File: config.mk
export PLATFORM = sky130hd
export DESIGN_NAME = pipe_stage_buf
export DESIGN_NICKNAME = d
export VERILOG_FILES = /design/src/rtl/pipe_pkg.sv /design/src/rtl/pipe_slot.sv /design/src/rtl/pipe_stage_buf.sv
export SDC_FILE = /design/constraint.sdc
export NUM_CORES = 1
export LEC_CHECK = 0
export ABC_AREA = 0
export CORE_UTILIZATION = 30
export CTS_CLUSTER_DIAMETER = 120
export DETAILED_ROUTE_END_ITERATION = 16
export HOLD_SLACK_MARGIN = 0.02
export PLACE_DENSITY = 0.73
export SYNTH_ARGS = -nofsm -noshare
export SYNTH_HDL_FRONTEND = slang
export SYNTH_SLANG_ARGS = --single-unit
File: constraint.sdc
create_clock -name clk -period 2.5 [get_ports clk]
set_clock_uncertainty 0.2 [all_clocks]
set_input_delay 0.5 -clock clk [delete_from_list [all_inputs] [get_ports clk]]
set_output_delay 0.5 -clock clk [all_outputs]
set_load 0.03 [all_outputs]
File: src/rtl/pipe_pkg.sv
// Shared pipeline-stage definitions: occupancy width, the M->W payload layout
// and small helpers used by the stage buffers.
package pipe_pkg;

   localparam int OCC_W      = 2;
   localparam int REGWRITE_W = 1;
   localparam int A3_W       = 5;
   localparam int WORD_W     = 32;

   // Fields are listed MSB first; regwrite sits at bit 0 of the bus.
   typedef struct packed {
      logic [WORD_W-1:0] cp0;
      logic [WORD_W-1:0] hi;
      logic [WORD_W-1:0] lo;
      logic [WORD_W-1:0] pc;
      logic [WORD_W-1:0] memout;
      logic [WORD_W-1:0] aluout;
      logic [A3_W-1:0]   a3;
      logic              regwrite;
   } mw_payload_t;

   localparam int MW_PAYLOAD_W    = $bits(mw_payload_t);
   localparam int MW_REGWRITE_OFF = 0;
   localparam int MW_A3_OFF       = MW_REGWRITE_OFF + REGWRITE_W;
   localparam int MW_ALUOUT_OFF   = MW_A3_OFF + A3_W;
   localparam int MW_MEMOUT_OFF   = MW_ALUOUT_OFF + WORD_W;
   localparam int MW_PC_OFF       = MW_MEMOUT_OFF + WORD_W;
   localparam int MW_LO_OFF       = MW_PC_OFF + WORD_W;
   localparam int MW_HI_OFF       = MW_LO_OFF + WORD_W;
   localparam int MW_CP0_OFF      = MW_HI_OFF + WORD_W;

   function automatic logic [OCC_W-1:0] occ_count(input logic main_valid,
                                                  input logic skid_valid);
      occ_count = {1'b0, main_valid} + {1'b0, skid_valid};
   endfunction

endpackage

File: src/rtl/pipe_slot.sv
// One pipeline entry: a valid bit plus a DATA_W payload register with
// independent valid/data load enables and a synchronous clear.
module pipe_slot
   import pipe_pkg::*;
#(
   parameter int DATA_W     = 32,
   parameter int RESET_DATA = 0
) (
   input  logic              clk,
   input  logic              reset,
   input  logic              clear,
   input  logic              valid_en,
   input  logic              valid_d,
   input  logic              data_en,
   input  logic [DATA_W-1:0] data_d,
   output logic              valid,
   output logic [DATA_W-1:0] data
);

   logic              valid_r;
   logic [DATA_W-1:0] data_r;

   // Valid bit: reset and clear both empty the entry.
   always_ff @(posedge clk) begin
      if (!reset) begin
         valid_r <= 1'b0;
      end else if (clear) begin
         valid_r <= 1'b0;
      end else if (valid_en) begin
         valid_r <= valid_d;
      end else begin
         valid_r <= valid_r;
      end
   end

   generate
      if (RESET_DATA != 0) begin : g_rst_data
         // Payload with reset: zeroed on reset and on clear.
         always_ff @(posedge clk) begin
            if (!reset || clear) begin
               data_r <= {DATA_W{1'b0}};
            end else if (data_en) begin
               data_r <= data_d;
            end else begin
               data_r <= data_r;
            end
         end
      end else begin : g_keep_data
         // Payload without reset: only written by a real load.
         always_ff @(posedge clk) begin
            if (data_en && reset && !clear) begin
               data_r <= data_d;
            end else begin
               data_r <= data_r;
            end
         end
      end
   endgenerate

   assign valid = valid_r;
   assign data  = data_r;

endmodule

File: src/rtl/pipe_stage_buf.sv
// Inter-stage pipeline register with valid/allowin handshake and flush;
// SKID=1 adds a second entry so in_allowin comes straight from a register.
module pipe_stage_buf
   import pipe_pkg::*;
#(
   parameter int DATA_W     = 32,
   parameter int SKID       = 0,
   parameter int RESET_DATA = 0
) (
   input  logic              clk,
   input  logic              reset,
   input  logic              flush,
   input  logic              in_valid,
   input  logic [DATA_W-1:0] in_data,
   output logic              in_allowin,
   output logic              out_valid,
   output logic [DATA_W-1:0] out_data,
   input  logic              out_allowin,
   output logic [OCC_W-1:0]  occupancy
);

   logic              main_valid_s;
   logic [DATA_W-1:0] main_data_s;
   logic              main_valid_en_s;
   logic              main_valid_d_s;
   logic              main_data_en_s;
   logic [DATA_W-1:0] main_data_d_s;
   logic              skid_valid_s;
   logic              acc_s;
   logic              pop_s;

   assign acc_s = in_valid && in_allowin;
   assign pop_s = main_valid_s && out_allowin;

   pipe_slot #(
      .DATA_W     (DATA_W),
      .RESET_DATA (RESET_DATA)
   ) u_main (
      .clk      (clk),
      .reset    (reset),
      .clear    (flush),
      .valid_en (main_valid_en_s),
      .valid_d  (main_valid_d_s),
      .data_en  (main_data_en_s),
      .data_d   (main_data_d_s),
      .valid    (main_valid_s),
      .data     (main_data_s)
   );

   generate
      if (SKID == 0) begin : g_single
         assign skid_valid_s    = 1'b0;
         assign in_allowin      = !main_valid_s || out_allowin;
         assign main_valid_en_s = in_allowin;
         assign main_valid_d_s  = in_valid;
         assign main_data_en_s  = acc_s;
         assign main_data_d_s   = in_data;
      end else begin : g_skid
         logic              skid_valid_en_s;
         logic              skid_valid_d_s;
         logic              skid_data_en_s;
         logic [DATA_W-1:0] skid_data_s;

         pipe_slot #(
            .DATA_W     (DATA_W),
            .RESET_DATA (RESET_DATA)
         ) u_skid (
            .clk      (clk),
            .reset    (reset),
            .clear    (flush),
            .valid_en (skid_valid_en_s),
            .valid_d  (skid_valid_d_s),
            .data_en  (skid_data_en_s),
            .data_d   (in_data),
            .valid    (skid_valid_s),
            .data     (skid_data_s)
         );

         // Upstream only sees the skid register, never out_allowin.
         assign in_allowin = !skid_valid_s;

         // Entry steering: refill main from skid first, else from input.
         always_comb begin
            main_valid_en_s = 1'b0;
            main_valid_d_s  = 1'b0;
            main_data_en_s  = 1'b0;
            main_data_d_s   = in_data;
            skid_valid_en_s = 1'b0;
            skid_valid_d_s  = 1'b0;
            skid_data_en_s  = 1'b0;
            if (!main_valid_s || pop_s) begin
               main_valid_en_s = 1'b1;
               if (skid_valid_s) begin
                  main_valid_d_s  = 1'b1;
                  main_data_en_s  = 1'b1;
                  main_data_d_s   = skid_data_s;
                  skid_valid_en_s = 1'b1;
                  skid_valid_d_s  = 1'b0;
               end else begin
                  main_valid_d_s = acc_s;
                  main_data_en_s = acc_s;
               end
            end else if (acc_s) begin
               skid_valid_en_s = 1'b1;
               skid_valid_d_s  = 1'b1;
               skid_data_en_s  = 1'b1;
            end else begin
               skid_valid_en_s = 1'b0;
            end
         end
      end
   endgenerate

   assign out_valid = main_valid_s;
   assign out_data  = main_data_s;
   assign occupancy = occ_count(main_valid_s, skid_valid_s);

endmodule

==> impl_metrics.py <==
metrics = {
    "status": {
        "outcome": "complete, no violations",
    },
    "placed_design": {
        "place_congestion": 0.656,
        "io_buffer_count": 71,
        "hpwl_mm": 1.51,
    },
    "clock_tree": {
        "clk_latency_ns": 0.32,
        "htree_levels": 2,
        "cts_max_path_buffers": 2,
        "ctsResizeCount": 0,
        "path_clk_slew_ns": 0.10,
        "cts_setup_buffers": 0,
        "clock-sinks": 33,
        "ctsHoldBuffers": 0,
        "cts_tree": "done",
        "cts_inserted_buffers": 5,
        "cts-root-buf": "clkbuf_4",
    },
    "route": {
        "drtAntennaViolNets": 0,
        "drt_iter0_markers": 8,
        "via_count": 659,
        "dr.pass1.iters": 3,
        "via_per_inst": 3.97,
        "wl_per_cell_um": 11.7,
        "drc": 0,
        "wl_mm": 1.94,
    },
    "timing": {
        "rsz0062_at_grt": "no",
        "fin_setup_tns_ns": 0,
        "max_freq_mhz": 409,
        "slew_violations": 0,
        "hold_viol_final": 0,
        "setup_viol": 0,
        "timing.hold.ws_ns": 0.356,
        "min_period_ns": 2.44,
        "fin_crit_sh_pct": 97.8,
    },
    "grt": {
        "grt_pass1_vias": 660,
        "grt_remaining_overflow": 0,
        "grt_usage_pct": 12.2,
        "grt_max_degree": 17,
        "antenna_found_initial": 0,
        "grt_pass1_wl_mm": 2.93,
    },
    "logic_synthesis": {
        "syn-cell-area_mm2": 0.00104,
        "synth_top_family_by_area": "simple AND/OR/NAND/NOR gates",
        "synth-compound-area-share_pct": 0.481,
        "synthSimpleGateAreaFrac_pct": 3.13,
        "yosysSeqAreaShare_pct": 94.2,
        "ys_types": 9,
        "synth.ff_latch_count": 33,
        "syn_nets": 78,
        "synth_cells": 41,
        "synth.mux.area_fraction_pct": 0,
        "syn_avg_cell_area_um2": 25.4,
        "synthXorXnorAreaFrac_pct": 0,
        "synth_warnings": 0,
        "yosys.area_share.adder_pct": 0,
    },
    "layout": {
        "layout_commonest_cell": "clkdlybuf4s50_1",
        "final_cell_mix": "clkdlybuf4s50_1 (71), edfxtp_1 (32), clkbuf_4 (5), clkinv_2 (2), buf_4 (2)",
        "nets": 156,
        "diodes": 0,
        "layout-drive-gt1-share_pct": 9.17,
        "syn_to_final_growth_pct": 79.3,
        "fill_cells": 283,
    },
    "floorplanning": {
        "io_pins": 73,
        "die_y_um": 60.9,
        "die_area_mm2": 0.00371,
        "chipWidth_um": 60.9,
        "start_util_pct": 31.2,
        "placementRows": 21,
        "core_area_mm2": 0.00334,
    },
    "setup_path": {
        "cp.required_ns": 1.80,
        "critPathCaptureType": "output pin",
        "critPathArrivalTime_ns": 1.74,
        "path_max_fanout": 3,
        "start_kind": "input pin",
        "critPathKind": "in -> out",
    },
    "min_path": {
        "worstHoldPathType": "reg -> reg",
    },
    "pwr": {
        "ir_drop_v": 0.000370,
        "p_per_area_mw_per_mm2": 555,
        "leakage_nw": 0.646,
    },
    "job": {
        "drv_cap": 0,
    },
}
cells in the mapped netlist:
cell	number	area (µm²)
nand2b_1	1	6.26
nor3b_2	1	12.5
nand2b_4	1	13.8
a21oi_1	1	5.00
inv_1	1	3.75
conb_1	1	3.75
buf_4	2	15.0
edfxtp_1	32	961
dfxtp_1	1	20.0
final cells by class:
class                      instances  area, µm²  area share [%]
clock inverter                     2       10.0           0.536
tap                               46       57.6            3.08
sequential                        33        981            52.5
inverter                           1       3.75           0.201
clock buffer                       6       41.3            2.21
multi-input combinational          5       47.5            2.55
timing repair buffer              73        726            38.9
critical path, cell delays in order:
cell	delay, ns
clkdlybuf4s50_1	0.45
nand2b_4	0.12
clkdlybuf4s50_1	0.67
worst paths after layout:
kind / start / end / slack, ns / cells after the start
setup / recovery: out_allowin / in_allowin / 0.06 / 3
setup reg to reg: u_main.valid / u_main.data[21] / 1.10 / 3
hold reg to reg: u_main.valid / u_main.valid / 0.36 / 2
hold / removal: u_main.valid / u_main.valid / 0.36 / 2
flip-flops by register name (all words and copies together) (netlist names):
register and flops:
u_main.data 32, u_main.valid 1
cells by family after synthesis:
kind of cell	count (synthesis)
buf+inv	3
compound gates	1
flops	33
other cells	1
simple gates	3
metrics by stage:
step	instance area [µm²]	std cells	setup WS, ns	utilization, %	power (mW)
6_report	1870	166	0.0559	55.9	1.04
5_1_grt	1870	166	0.0265	55.9	1.09
4_1_cts	1870	166	0.0520	55.9	1.05
3_5_place_dp	1820	158	0.0542	54.4	0.776
3_3_place_gp	1820	158	0.0612	54.4	0.774
2_1_floorplan	1050	41	0.310	-	0.690
layer usage:
metal  up-vias  GRT usage [%]  wire, µm
met5         -              0         0
met4         0           6.82        44
met3         6           11.7       366
met2        54           18.2       908
met1       289           10.6       623
li1        310              -         -
power breakdown:
| part | internal [mW] | total [mW] | switching, mW |
|---|---|---|---|
| combinational | 0.0777 | 0.134 | 0.0562 |
| sequential | 0.624 | 0.629 | 0.00438 |
| clock | 0.107 | 0.273 | 0.166 |
| total | 0.809 | 1.04 | 0.226 |
Power figures use the tool's default switching activity.
